**src/rtl/pipe_fetch_ctrl.sv**
```systemverilog
// Instruction fetch controller: PC register, IDLE/FETCH/HOLD FSM, pending redirect.
// Optional memory-wait counter enabled by defining FETCH_STALL_CNT_EN.
module pipe_fetch_ctrl (
    input  logic        clock,
    input  logic        resetn,
    input  logic [1:0]  pcsource,
    input  logic [31:0] bpc,
    input  logic [31:0] jpc,
    input  logic [31:0] rpc,
    input  logic        wpcir,
    output logic        imem_req,
    output logic [31:0] imem_addr,
    input  logic        imem_ack,
    input  logic [31:0] imem_rdata,
    output logic [31:0] pc,
    output logic        f_valid,
    output logic [31:0] f_inst,
    output logic [31:0] f_pc4,
    output logic [31:0] stall_cnt
);

    localparam logic [1:0] IDLE  = 2'd0;
    localparam logic [1:0] FETCH = 2'd1;
    localparam logic [1:0] HOLD  = 2'd2;

    logic [1:0]  state_q, state_d;
    logic [31:0] pc_q, pc_d;
    logic        pend_v_q, pend_v_d;
    logic [31:0] pend_pc_q, pend_pc_d;
    logic [31:0] hold_inst_q, hold_inst_d;
    logic [31:0] hold_pc4_q, hold_pc4_d;

    logic [31:0] pc_plus4;
    logic [31:0] target;
    logic [31:0] next_pc;
    logic        redir;
    logic        advance;
    logic        in_fetch;
    logic        in_hold;

    assign in_fetch = (state_q == FETCH);
    assign in_hold  = (state_q == HOLD);
    assign pc_plus4 = pc_q + 32'd4;
    assign redir    = wpcir && (pcsource != 2'b00);

    always_comb begin
        target = pc_plus4;
        unique case (1'b1)
            (pcsource == 2'b01): target = bpc;
            (pcsource == 2'b10): target = jpc;
            (pcsource == 2'b11): target = rpc;
            default:             target = pc_plus4;
        endcase
    end

    // A redirect already parked wins over anything arriving later.
    always_comb begin
        next_pc = pc_plus4;
        if (pend_v_q) begin
            next_pc = pend_pc_q;
        end else if (redir) begin
            next_pc = target;
        end
    end

    assign advance = (in_fetch && imem_ack && wpcir) || (in_hold && wpcir);

    always_comb begin
        state_d     = state_q;
        pc_d        = pc_q;
        pend_v_d    = pend_v_q;
        pend_pc_d   = pend_pc_q;
        hold_inst_d = hold_inst_q;
        hold_pc4_d  = hold_pc4_q;

        case (state_q)
            IDLE: begin
                state_d = FETCH;
            end
            FETCH: begin
                if (imem_ack && !wpcir) begin
                    state_d     = HOLD;
                    hold_inst_d = imem_rdata;
                    hold_pc4_d  = pc_plus4;
                end
            end
            HOLD: begin
                if (wpcir) begin
                    state_d = FETCH;
                end
            end
            default: begin
                state_d = IDLE;
            end
        endcase

        if (advance) begin
            pc_d     = next_pc;
            pend_v_d = 1'b0;
        end else if (redir && !pend_v_q) begin
            pend_v_d  = 1'b1;
            pend_pc_d = target;
        end
    end

    always_ff @(posedge clock or negedge resetn) begin
        if (!resetn) begin
            state_q     <= IDLE;
            pc_q        <= 32'd0;
            pend_v_q    <= 1'b0;
            pend_pc_q   <= 32'd0;
            hold_inst_q <= 32'd0;
            hold_pc4_q  <= 32'd0;
        end else begin
            state_q     <= state_d;
            pc_q        <= pc_d;
            pend_v_q    <= pend_v_d;
            pend_pc_q   <= pend_pc_d;
            hold_inst_q <= hold_inst_d;
            hold_pc4_q  <= hold_pc4_d;
        end
    end

    always_comb begin
        imem_req = 1'b0;
        f_valid  = 1'b0;
        f_inst   = 32'd0;
        f_pc4    = 32'd0;
        if (in_fetch) begin
            imem_req = 1'b1;
            f_valid  = imem_ack;
            f_inst   = imem_rdata;
            f_pc4    = pc_plus4;
        end else if (in_hold) begin
            f_valid  = 1'b1;
            f_inst   = hold_inst_q;
            f_pc4    = hold_pc4_q;
        end
    end

    assign imem_addr = pc_q;
    assign pc        = pc_q;

`ifdef FETCH_STALL_CNT_EN
    logic [31:0] stall_q, stall_d;

    always_comb begin
        stall_d = stall_q;
        if (in_fetch && !imem_ack && (stall_q != 32'hFFFF_FFFF)) begin
            stall_d = stall_q + 32'd1;
        end
    end

    always_ff @(posedge clock or negedge resetn) begin
        if (!resetn) begin
            stall_q <= 32'd0;
        end else begin
            stall_q <= stall_d;
        end
    end

    assign stall_cnt = stall_q;
`else
    assign stall_cnt = 32'd0;
`endif

endmodule

```
**config.mk**
```make
export PLATFORM = sky130hd
export DESIGN_NAME = pipe_fetch_ctrl
export DESIGN_NICKNAME = d
export VERILOG_FILES = /design/src/rtl/pipe_fetch_ctrl.sv
export SDC_FILE = /design/constraint.sdc
export NUM_CORES = 1
export LEC_CHECK = 0
export CAP_MARGIN = 15
export CORE_UTILIZATION = 47
export CTS_BUF_LIST = sky130_fd_sc_hd__clkbuf_4
export DETAILED_ROUTE_END_ITERATION = 8
export GPL_TIMING_DRIVEN = 0
export PLACE_DENSITY = 0.84
export SLEW_MARGIN = 20
export SYNTH_ARGS = -nofsm -noshare
export SYNTH_HDL_FRONTEND = slang
export SYNTH_SLANG_ARGS = --single-unit
```
**constraint.sdc**
```tcl
create_clock -name clock -period 2.6 [get_ports clock]
set_input_delay 0.52 -clock clock [delete_from_list [all_inputs] [get_ports clock]]
set_output_delay 0.52 -clock clock [all_outputs]
set_load 0.01 [all_outputs]
```
==> impl_metrics.json <==
{
  "grt-ovfl-total": 0,
  "tritoncts": "yes",
  "p_per_area_nw_per_um2": 878,
  "synthArstFlopShare_pct": 100,
  "drv_slew": 0,
  "synth_mux_area_share_pct": 5.50,
  "synthesis.area_um2": 8030,
  "clk_pin_slew_ns": 0.12,
  "start_util_pct": 48.3,
  "detailedRoute.firstIterationViolations": 1065,
  "synth.largest_area_cell": "dfrtp_1",
  "cpMostUsedCell": "nand4_1",
  "htree_levels": 4,
  "cts_sinks": 131,
  "cp_max_fo": 6,
  "critPathArrivalTime_ns": 2.69,
  "fin_setup_tns_ns": -8.13,
  "layout_min_cycle_time_ns": 3.21,
  "min_path_type": "in -> async",
  "tightest_slew_ns": 0.820,
  "fin_area_um2": 12700,
  "num_rows": 47,
  "fin_skew_ns": 0.0341,
  "fin_ws_ns": -0.608,
  "synth_compound_area_share_pct": 20.5,
  "synth_simple_gate_area_share_pct": 19.8,
  "hold_viol_final": 0,
  "slew_headroom_pct": 45.1,
  "violations": "setup timing",
  "setup.worst_path.class": "reg -> out",
  "synth_edf_count": 0,
  "grt_pass1_vias": 8815,
  "vias": 9582,
  "root_buffer": "clkbuf_4",
  "finalSetupViolations": 23,
  "end_kind": "primary output",
  "area_growth_pct": 58.1,
  "placed_cell_area_um2": 11100,
  "p_comb_share_pct": 54.0,
  "pin_count": 296,
  "cts-buffers-inserted": 17,
  "port_buffers": 262,
  "worst-r2r-cell-count": 7,
  "wl_per_cell_um": 21.4,
  "ff2ff_setup_slack_ns": 0.05,
  "irDropWorstVdd_uv": 446,
  "synth_top_family_by_area": "compound AO/OA/AOI/OAI gates",
  "synth.area.top_cells": "dfrtp_1 41%, nand2_1 11%, buf_4 6.5%",
  "syn_area_per_cell_um2": 8.48,
  "dpl.hpwl_mm": 20.7,
  "viasPerCell": 6.01,
  "seq_power_share_pct": 32.0,
  "syn-instance-count": 947,
  "netSwitchingFraction_pct": 40.6,
  "yosys_warnings": 0,
  "leakagePower_nw": 5.95,
  "synth_top_flop_cell": "dfrtp_1",
  "dieHeight_um": 133,
  "route.detailed.drc": 0,
  "grt_usage_pct": 35.0,
  "intPower_w": 0.00663,
  "clkPwrFrac_pct": 14.0,
  "design.core.area_um2": 16600,
  "final_nets": 1496,
  "routabilityCongestion": 0.925,
  "grt_pass1_wl_mm": 47.5,
  "ys_seq_elements": 131,
  "maxCapViolCount": 0,
  "synth_xor_area_share_pct": 3.05,
  "ys_types": 63,
  "drive_gt1_share_pct": 27.1,
  "switching_power_w": 0.00453,
  "critical_path.max_stage_delay_ns": 0.41,
  "synth_top_area_share_pct": 40.8,
  "clk_latency_ns": 0.58,
  "drtAntennaViolNets": 0,
  "cts.path.max_buffers": 2,
  "crit_slowest_cell": "dfrtp_1",
  "min_period_over_period_pct": 123,
  "dieArea_um2": 17600,
  "synth-seq-area-share_pct": 40.8,
  "worstPathRequired_ns": 2.08,
  "grt_max_degree": 99,
  "critPathLaunchType": "flip-flop",
  "synth-adder-area-share_pct": 0.156,
  "rsz0062_at_grt": "yes",
  "drt-pass1-iter-count": 6,
  "antenna_found_initial": 1,
  "dieWidth_um": 133,
  "max_freq_ghz": 0.312,
  "status": "finished with violations",
  "path_cells": "buf_6 > nand4_1 > nor4_4 > buf_4 > nand4_1 > xnor2_2 > o21ai_1 > buf_2",
  "drt_wl_total_mm": 34.2
}
[critical path: cells and delay by family, from the launching register on]
| kind | cells | cell delay, ns |
|---|---|---|
| AOI/OAI and AO/OA | 1 | 0.15 |
| xor gates and xnor gates | 1 | 0.22 |
| buffers and inverters | 3 | 0.51 |
| DFF | 1 | 0.41 |
| and+or+nand+nor | 3 | 0.81 |
[per-layer routing]
metal,GRT usage [%],share of wire [%],vias to the layer above,wire length (um)
li1,-,-,4060,-
met1,40.6,35,4406,12000
met2,59.6,46,879,15900
met3,8.24,12,237,3980
met4,19.3,6.9,0,2360
met5,0,0,-,0
[layout make-up]
| class | instances | area (um^2) |
|---|---|---|
| timing repair buffer | 366 | 3330 |
| fill | 1112 | 3940 |
| inverter | 10 | 40.0 |
| tap | 220 | 275 |
| buffer | 133 | 856 |
| clock inverter | 14 | 168 |
| sequential | 131 | 3300 |
| antenna | 1 | 2.50 |
| clock buffer | 18 | 135 |
| multi-input combinational | 702 | 4590 |
[cell usage after synthesis, drive strengths merged, types with 6 or more instances]
cell,n
o31a,7
xnor2,20
nor3,9
nor4,6
nor2b,10
o21ai,103
nand2b,6
and3,11
a22o,41
mux2i,16
nor2,36
inv,9
nand4,11
mux2,25
buf,85
a221oi,9
a21oi,17
xor2,8
a22oi,18
clkbuf,50
o22ai,6
nand3,16
a221o,9
nand2,234
dfrtp,131
[kinds of logic after synthesis]
| group | Yosys count |
|---|---|
| xor+xnor | 28 |
| fa+ha+maj | 1 |
| other cells | 1 |
| compound gates | 243 |
| simple gates | 357 |
| flops | 131 |
| buf+inv | 145 |
| mux | 41 |
[timing repair]
| action | 4_1_cts | 5_1_grt |
|---|---|---|
| pin swaps | 37 | 44 |
| gates resized for setup | 283 | 72 |
| hold buffers | 1 | 0 |
| setup buffers | 57 | 48 |
| endpoints found under the hold margin | 33 | 0 |
| setup endpoints to repair | 66 | 77 |
[cell usage in the layout (no fill, tap or decap), types with 7 or more instances in the layout]
cell,instances
nand2_1,229
clkdlybuf4s50_1,196
buf_4,157
dfrtp_1,112
o21ai_0,75
a22o_1,41
dlygate4sd2_1,40
clkbuf_1,36
nor2_1,34
buf_2,33
conb_1,32
mux2_2,25
o21ai_1,20
buf_6,19
clkbuf_4,19
dfrtp_2,19
a22oi_1,18
a21oi_1,17
xnor2_2,16
mux2i_1,16
nand4_1,11
nand3_1,11
clkbuf_2,9
nor2b_1,9
a221oi_1,9
a221o_1,9
inv_1,8
o21ai_2,8
xor2_2,7
and3_1,7
o31a_1,7
[sequential cells by signal, summed over array words and instances, names as in the netlist]
register     cells
state_q          2
pend_v_q         1
imem_addr       32
pend_pc_q       32
hold_pc4_q      32
hold_inst_q     32
[per-stage QoR]
stage | cells | worst slack (ns) | hold slack [ns] | utilization (%) | power, W
finish | 1595 | -0.608 | 0.411 | 76.3 | 0.0112
global route | 1595 | -0.645 | 0.398 | 76.3 | 0.0116
CTS | 1550 | -0.358 | 0.403 | 72.8 | 0.0102
detailed placement | 1461 | -0.604 | 0.401 | 66.6 | 0.00832
global placement | 1460 | -4.22 | 0.443 | 66.4 | 0.00817
floorplan | 978 | 0.204 | 0.224 | - | 0.00583
[power by group through the flow]
stage          combinational, W  sequential, W  clock (W)
4_1_cts                 0.00524        0.00345    0.00152
2_1_floorplan           0.00234        0.00349          0
3_5_place_dp            0.00470        0.00362          0
6_report                0.00602        0.00357    0.00156
5_1_grt                 0.00629        0.00362    0.00163
3_3_place_gp            0.00460        0.00357          0
[worst paths after layout]
check	startpoint	endpoint
max	imem_addr[11]$_DFFE_PN0N_	f_pc4[27]
min	resetn	hold_inst_q[19]$_DFFE_PN0P_
max reg2reg	state_q[0]$_DFFE_PN0P_	imem_addr[1]$_DFFE_PN0P_
min reg2reg	pend_pc_q[20]$_DFFE_PN0P_	pend_pc_q[20]$_DFFE_PN0P_
max in group asynchronous	resetn	imem_addr[3]$_DFFE_PN0N_
min in group clock	pend_pc_q[20]$_DFFE_PN0P_	pend_pc_q[20]$_DFFE_PN0P_
Note: power is estimated with default switching activity, not from simulation.
